[config.mk]
export PLATFORM = sky130hd
export DESIGN_NAME = dm_loader
export DESIGN_NICKNAME = d
export VERILOG_FILES = /design/src/rtl/bip2_pkg.sv /design/src/rtl/byte_pair_assembler.sv /design/src/rtl/dm_loader.sv
export SDC_FILE = /design/constraint.sdc
export NUM_CORES = 1
export LEC_CHECK = 0
export ABC_AREA = 1
export BUFFER_PORTS_ARGS = -buffer_cell sky130_fd_sc_hd__buf_4
export CAP_MARGIN = 20
export CORE_MARGIN = 4
export CORE_UTILIZATION = 54
export CTS_BUF_LIST = sky130_fd_sc_hd__clkbuf_16
export DETAILED_ROUTE_END_ITERATION = 8
export GPL_TIMING_DRIVEN = 0
export PLACE_DENSITY = 0.9
export REMOVE_ABC_BUFFERS = 1
export SYNTH_ARGS = -nofsm -noshare
export SYNTH_HDL_FRONTEND = slang
export SYNTH_SLANG_ARGS = --single-unit
export TNS_END_PERCENT = 20
[constraint.sdc]
create_clock -name CLK_i -period 1.65 [get_ports CLK_i]
set_input_delay 0.33 -clock CLK_i [delete_from_list [all_inputs] [get_ports CLK_i]]
set_output_delay 0.33 -clock CLK_i [all_outputs]
set_load 0.03 [all_outputs]
[src/rtl/bip2_pkg.sv]
// Shared definitions for the BIP2 data-memory bootloader: loader FSM states and
// stream framing constants.
package bip2_pkg;

   typedef enum logic [3:0] {
      ST_IDLE    = 4'd0,
      ST_ADDR_HI = 4'd1,
      ST_ADDR_LO = 4'd2,
      ST_CNT_HI  = 4'd3,
      ST_CNT_LO  = 4'd4,
      ST_DATA_HI = 4'd5,
      ST_DATA_LO = 4'd6,
      ST_WRITE   = 4'd7,
      ST_FINISH  = 4'd8
   } loader_state_t;

   localparam int HDR_BYTES      = 4;
   localparam int BYTES_PER_WORD = 2;

endpackage

[src/rtl/byte_pair_assembler.sv]
// Joins a big-endian hi/lo byte pair into one field; the lo byte is used live so the
// assembled value and its valid strobe appear in the same cycle the lo byte is accepted.
module byte_pair_assembler #(
   parameter int OUT_W = 11
) (
   input  logic             clk,
   input  logic             rst,
   input  logic             load_hi,
   input  logic             load_lo,
   input  logic [7:0]       byte_in,
   output logic [OUT_W-1:0] value,
   output logic             valid
);

   // Only the hi-byte bits that survive truncation to OUT_W are stored (OUT_W in 9..16).
   localparam int HI_W = OUT_W - 8;

   logic [HI_W-1:0] hi_q;

   always_ff @(posedge clk) begin
      if (rst) begin
         hi_q <= '0;
      end else if (load_hi) begin
         hi_q <= byte_in[HI_W-1:0];
      end
   end

   assign value = {hi_q, byte_in};
   assign valid = load_lo;

endmodule

[src/rtl/dm_loader.sv]
// Serial bootloader in front of the BIP2 data memory: parses start/count/data bytes,
// writes one word per WRITE cycle, and passes CPU accesses through while idle.
module dm_loader
   import bip2_pkg::*;
#(
   parameter int WORD_WIDTH = 11,
   parameter int ADDR_WIDTH = 11,
   parameter int MEM_SIZE   = 1023
) (
   input  logic                  CLK_i,
   input  logic                  RST_i,
   input  logic                  START_i,
   input  logic [7:0]            RX_DATA_i,
   input  logic                  RX_VALID_i,
   output logic                  RX_READY_o,
   input  logic                  CPU_WR_i,
   input  logic [ADDR_WIDTH-1:0] CPU_ADDR_i,
   input  logic [WORD_WIDTH-1:0] CPU_DATA_i,
   output logic                  WR_o,
   output logic [ADDR_WIDTH-1:0] ADDR_o,
   output logic [WORD_WIDTH-1:0] DATA_o,
   output logic                  BUSY_o,
   output logic                  DONE_o,
   output logic                  ERR_o,
   output loader_state_t         dbg_state
);

   localparam logic [ADDR_WIDTH-1:0] MEM_LAST = ADDR_WIDTH'(MEM_SIZE);

   // Stream handshake: a byte moves on a cycle where RX_VALID_i and RX_READY_o are both
   // high; RX_READY_o depends on state only, and a non-ready byte stays with the sender.
   loader_state_t state, next_state;

   logic [ADDR_WIDTH-1:0] addr_q, cnt_q, addr_in, cnt_in;
   logic [WORD_WIDTH-1:0] data_q, data_in;
   logic                  err_q, accept, addr_vld, cnt_vld, data_vld;

   assign RX_READY_o = (state inside {ST_ADDR_HI, ST_ADDR_LO, ST_CNT_HI,
                                      ST_CNT_LO, ST_DATA_HI, ST_DATA_LO});
   assign accept     = RX_VALID_i && RX_READY_o;
   assign ERR_o      = err_q;
   assign dbg_state  = state;

   byte_pair_assembler #(.OUT_W(ADDR_WIDTH)) u_addr (
      .clk(CLK_i), .rst(RST_i),
      .load_hi(accept && state == ST_ADDR_HI), .load_lo(accept && state == ST_ADDR_LO),
      .byte_in(RX_DATA_i), .value(addr_in), .valid(addr_vld)
   );

   byte_pair_assembler #(.OUT_W(ADDR_WIDTH)) u_cnt (
      .clk(CLK_i), .rst(RST_i),
      .load_hi(accept && state == ST_CNT_HI), .load_lo(accept && state == ST_CNT_LO),
      .byte_in(RX_DATA_i), .value(cnt_in), .valid(cnt_vld)
   );

   byte_pair_assembler #(.OUT_W(WORD_WIDTH)) u_data (
      .clk(CLK_i), .rst(RST_i),
      .load_hi(accept && state == ST_DATA_HI), .load_lo(accept && state == ST_DATA_LO),
      .byte_in(RX_DATA_i), .value(data_in), .valid(data_vld)
   );

   always_ff @(posedge CLK_i) begin
      if (RST_i) begin
         state <= ST_IDLE;
      end else begin
         state <= next_state;
      end
   end

   always_comb begin
      next_state = state;
      BUSY_o     = 1'b1;
      DONE_o     = 1'b0;
      WR_o       = 1'b0;
      ADDR_o     = addr_q;
      DATA_o     = data_q;
      case (state)
         ST_IDLE: begin
            BUSY_o = 1'b0;
            WR_o   = CPU_WR_i;
            ADDR_o = CPU_ADDR_i;
            DATA_o = CPU_DATA_i;
            if (START_i) next_state = ST_ADDR_HI;
         end
         ST_ADDR_HI: if (accept) next_state = ST_ADDR_LO;
         ST_ADDR_LO: if (accept) next_state = ST_CNT_HI;
         ST_CNT_HI:  if (accept) next_state = ST_CNT_LO;
         ST_CNT_LO: begin
            if (cnt_vld) begin
               if (addr_q > MEM_LAST)  next_state = ST_IDLE;
               else if (cnt_in == '0)  next_state = ST_FINISH;
               else                    next_state = ST_DATA_HI;
            end
         end
         ST_DATA_HI: if (accept) next_state = ST_DATA_LO;
         ST_DATA_LO: if (data_vld) next_state = ST_WRITE;
         ST_WRITE: begin
            WR_o       = 1'b1;
            next_state = (cnt_q == ADDR_WIDTH'(1)) ? ST_FINISH : ST_DATA_HI;
         end
         ST_FINISH: begin
            DONE_o     = 1'b1;
            next_state = ST_IDLE;
         end
         default: next_state = ST_IDLE;
      endcase
   end

   always_ff @(posedge CLK_i) begin
      if (RST_i) begin
         addr_q <= '0;
         cnt_q  <= '0;
         data_q <= '0;
         err_q  <= 1'b0;
      end else begin
         if (state == ST_IDLE && START_i) err_q <= 1'b0;
         if (cnt_vld && addr_q > MEM_LAST) err_q <= 1'b1;
         if (addr_vld) addr_q <= addr_in;
         if (cnt_vld)  cnt_q  <= cnt_in;
         if (data_vld) data_q <= data_in;
         // Long counts deliberately wrap and overwrite from address 0.
         if (state == ST_WRITE) begin
            addr_q <= (addr_q == MEM_LAST) ? '0 : addr_q + ADDR_WIDTH'(1);
            cnt_q  <= cnt_q - ADDR_WIDTH'(1);
         end
      end
   end

endmodule

== After elaboration in Yosys (flattened, before gate mapping) ==
Index checks and enable logic that the tools add are counted.
Word-level totals
  input port bits: 35
  output and inout port bits: 31
  register bits after elaboration: 47
Operators by class
  $lt $le $gt $ge: 1
  eq/ne operators: 17
  multiplexer cells: 23
  reductions and logical operators: 16
  add/subtract/negate cells: 2
Operators with widths (count)
  $mux W11: 7
  $mux W4: 10
  $pmux W4 S8: 1
  $eq A4 B3 Y1 const B: 4
  $ne A2 B2 Y1 const B: 7
  $add A11 B1 Y11 const B: 1
  $eq A11 B1 Y1 const B: 1
  $eq A11 B10 Y1 const B: 1
  $gt A11 B10 Y1 const B: 1
  $logic_not A11 Y1: 1
  $sub A11 B1 Y11 const B: 1
  $logic_and A1 B1 Y1: 9
  $eq A4 B2 Y1 const B: 2
  $reduce_and A7 Y1: 1
  $reduce_bool A2 Y1: 3
  $reduce_bool A6 Y1: 1
  $eq A4 B1 Y1 const B: 1
  $eq A4 B4 Y1 const B: 1
  $logic_not A4 Y1: 1
  $mux W1: 4
  $pmux W1 S2: 1

== Longest topological paths before layout ==
  depth in word-level cells: 6
  depth in mapped cells: 10
  depth with buffers taken out: 10

== By module ==
A second synthesis with hierarchy kept.
Second synthesis, totals
  cells, all modules: 519
  area total of the unflattened synthesis: 3190.6 sq um
By module, submodules not included
  dm_loader: cells each 435, area an instance 2627.5 sq um, instances 1, sequential area each 760.7 sq um
  byte_pair_assembler: cells each 28, area an instance 187.7 sq um, instances 3, sequential area each 60.1 sq um

== Least setup slack after synthesis ==
OpenSTA, ideal clock, no wires.
  kind: reg2out
  from: register state[2] (netlist: dbg_state[2])
  to: output ADDR_o[4]
  path slack: -0.472 ns
  required time: 1.320 ns
  data arrival time: 1.792 ns
  cell stages (with the launch flop): 6
  path through: dfxtp_1 > nor2_4 > inv_1 > nor2_4 > clkbuf_1 > o21ai_0
Between the ends
  word-level cells in the longest chain between the ends: 2
Ends and longest elaborated chain
  start, declared: line dm_loader.sv:32  | loader_state_t state, next_state;
  start signal, assigned: line dm_loader.sv:66  | state <= next_state;
  $logic_not A4 Y1: line dm_loader.sv:77  | case (state)
  $mux W11: line dm_loader.sv:77
  end, declared: line dm_loader.sv:20  | output logic [ADDR_WIDTH-1:0] ADDR_o,
No other way between the ends.

== Final worst setup path ==
  from: register state[3] (netlist: dbg_state[3])
  to: output DATA_o[8]
Between the ends
  word-level cells in the longest chain between the ends: 2
Ends and longest elaborated chain
  $logic_not A4 Y1: line dm_loader.sv:77
  $mux W11: line dm_loader.sv:77
  end, declared: line dm_loader.sv:21  | output logic [WORD_WIDTH-1:0] DATA_o,
No other way between the ends.

==> results.txt <==
Buffers inserted during clock tree synthesis total 5. Yosys attributes the largest share of cell area to dfxtp_1 34%, nand2_1 12%, o21ai_0 12%. The number of warnings issued by yosys is 0. The tree built by TritonCTS fans out to 47 sinks.

The pin count of the biggest net entering global routing came out at 36. The final cell count without fillers is 576. The kind of start point of the critical path is a flop. The sort of element at the end of the critical path is an output port. The total inserted antenna cells is 0. The share of total power dissipated in combinational logic is 55.6%. The setup slack of the most critical reg-to-reg path came out at -30 ps. The delay of the slowest cell on the worst path is 340 ps. The die area came out at 0.00635 mm².

The chip width came out at 79.7 µm. The reg-to-reg startpoint is dbg_state[2]. The switching component of the power is 0.00253 W.

Prior to clock tree synthesis, the placed netlist has a worst setup slack of -608 ps. The number of different library cells in the post-synthesis netlist is 31. At the end of routability-driven placement, the weighted congestion stood at 0.906. Once placement completed, the tool counted placed cells totaling 553. TritonCTS built the clock tree.

The DRC marker count from the first detailed-route iteration is 406. The run finished, with violations left. The final clock skew came out at 12.4 ps.

The via count of the routed design came out at 3325. The later pin in the worst-skew pair is clocked with a latency of 290 ps. The final layout net count is 547.

The number of top-level design ports is 66. The accumulated negative setup slack came out at -6420 ps. The data required time of the worst path is 1320 ps. The number of global-route vias before repair came out at 3045. The largest fanout on the critical path came out at 8.

The worst min-delay path class is input port to flop. Input and output buffers added on the ports amount to 65. The number of H-tree branching levels came out at 2. The sequential-to-total area share from yosys stat is 33.9%.

The tree is rooted in a clkbuf_16. The top-area cell type share of the netlist area came out at 33.9%. The relative slew slack came out at 35.1%. The shortest period the worst path allows is 1970 ps. The internal power of the cells came out at 0.00320 W. The row count came out at 25. The total area inside the core boundary comes to 0.00485 mm². Hold is met by 317 ps. In this design, the largest share of critical-path delay is due to buffers and inverters. Summed over all instances, the cell type with the most area after synthesis is dfxtp_1. The number of optimization iterations in the first detailed-route pass is 5. The final reports fail on setup timing. The wire length of the first global-routing pass is 14.0 mm.

The total wire length is 9.15 mm. The signed area change from the synthesized netlist to the final layout came out at 37.3%. The count of buffering cells on the critical path with inverters included came out at 4.

The initial standard-cell utilization of the core came out at 57.2%. The most critical setup path has its startpoint at dbg_state[3]. The remaining global-route overflow is 0. The initial antenna violation count is 0. The most numerous cell on the critical path is nor2_4. The routed via count divided by cell count is 5.77.

The worst setup slack after layout is -321 ps. The data arrival time of the critical path is 1640 ps. The number of endpoints with negative hold slack in the final report came out at 0. The number of storage elements in the synthesis netlist is 47.

The wire-length estimate of the detail-placed layout is 5.53 mm. The leakage component of the power is 1.73 nW. The floorplan step set the die height to 79.7 µm. The beginning of the worst hold path is RST_i. The number of maximum-capacitance violations came out at 0. The worst IR drop on VDD is 0.000754 V. Net switching is 44.1% of the power. The clock-pin transition on the worst setup and hold timing paths is 60 ps.

The final cycle utilization of the critical path is 119%. In this run the cell area of the synthesized design comes to 0.00277 mm². The number of slew-limit violations in the final report came out at 0. After detailed routing, the average wire length per cell comes to 15.9 µm. The synthesized instance count is 437.

The post-synthesis area per instance is 6.35 µm². In the global route stage, overall resource usage came out at 27.6%. The slowest cell on the critical path is dfxtp_2. The critical path is of the flop to output port type.

The cts-stage hold buffer count came out at 0. Traced cell by cell, the critical path runs through nor2_4 > clkinvlp_4 > buf_6 > nor2_4 > buf_12 > nand2_2 > o21ai_1 > buf_4. At the pin with the least slew margin, the transition time is 973 ps. The count of nets left with antenna violations once routing finished came out at 0. Sequential cells account for 24.9% of the total power. The share of total power dissipated in the clock network is 19.5%. The fraction of layout cells with a size suffix above 1 came out at 27.5%. The maximum frequency from static timing analysis is 507 MHz. The remaining design rule violation count came out at 0. Setup repair after global routing could not meet its margin everywhere.

The deepest clock path buffer count is 2. Setup violations remaining at the end of the flow were counted as 30. Dividing total power by cell area gives a power density of 1510 mW/mm².
-- worst paths after layout --
check                 endpoint  cells after the start
setup / recovery     DATA_o[8]                      8
hold / removal    dbg_state[0]                      2
setup reg to reg      cnt_q[4]                      8
hold reg to reg      data_q[7]                      2
-- layout make-up --
class | count | area (µm²)
flip-flops and latches | 47 | 955
clock buffers | 5 | 125
fillers | 327 | 1040
well taps | 67 | 83.8
clock inverters | 2 | 33.8
inverters | 69 | 273
repair buffers | 77 | 662
multi-input cells | 309 | 1680
-- power by group through the flow --
stage	logic (W)	registers, W	clock network, W
4_1_cts	0.00272	0.00141	0.00112
6_report	0.00319	0.00143	0.00112
2_1_floorplan	0.00143	0.00144	0
3_3_place_gp	0.00216	0.00142	0
5_1_grt	0.00338	0.00145	0.00118
3_5_place_dp	0.00222	0.00142	0
-- per-stage QoR --
stage | power, W | area [µm²] | utilization, %
5_1_grt | 0.00600 | 3810 | 78.5
6_report | 0.00573 | 3810 | 78.5
2_1_floorplan | 0.00286 | 2690 | -
3_5_place_dp | 0.00364 | 3260 | 67.3
3_3_place_gp | 0.00358 | 3260 | 67.3
4_1_cts | 0.00524 | 3590 | 74.0
-- cell families after synthesis --
| logic type | count (synthesis) | share of synthesized area [%] |
|---|---|---|
| adder cells (fa/ha/maj) | 3 | 1.35 |
| flip-flops | 47 | 33.9 |
| AND/OR/NAND/NOR | 179 | 28.4 |
| AO/OA/AOI/OAI | 120 | 23.0 |
| XOR/XNOR | 3 | 0.947 |
| buffers and inverters | 85 | 12.4 |
-- cells in the mapped netlist, drive strengths merged --
cell type	count
a211oi	2
a21oi	36
a31oi	5
buf	8
clkbuf	8
dfxtp	47
ha	3
inv	69
nand2	94
nand3	33
nand4	7
nor2	41
nor3	4
o211ai	1
o21a	1
o21ai	68
o21bai	3
o221ai	1
o311ai	1
o31ai	2
xnor2	1
xor2	2
-- cell usage in the layout, fill, tap and decap left out, types with 15 or more instances in the layout --
cell type / Yosys / routed
nand2_1: 91 / 73
inv_1: 67 / 65
buf_4: 1 / 57
o21ai_0: 68 / 44
dfxtp_1: 47 / 42
a21oi_1: 36 / 36
nor2_1: 37 / 32
nand3_1: 33 / 31
buf_6: 2 / 19
nand2_2: 2 / 16
o21ai_1: 0 / 15
-- per-layer routing --
metal,wire length [µm],share of wire (%),track usage (%),vias up
li1,-,-,-,1575
met1,3490,38,34.9,1538
met2,4570,50,47.9,180
met3,845,9.2,4.29,32
met4,257,2.8,8.76,0
met5,0,0,0,-
-- repair_timing --
| item | CTS | global route |
|---|---|---|
| gates cloned | 3 | 1 |
| setup buffers | 8 | 4 |
| resized for setup | 39 | 65 |
| endpoints found under the setup margin | 63 | 64 |
| pin swaps | 4 | 3 |
-- sequential cells by signal (all words and copies together), names as in the netlist --
| signal | flops |
|---|---|
| u_addr.hi_q | 3 |
| u_data.hi_q | 3 |
| dbg_state | 4 |
| data_q | 11 |
| addr_q | 11 |
| u_cnt.hi_q | 3 |
| cnt_q | 11 |
| ERR_o | 1 |
(Power assumes the default switching activity.)
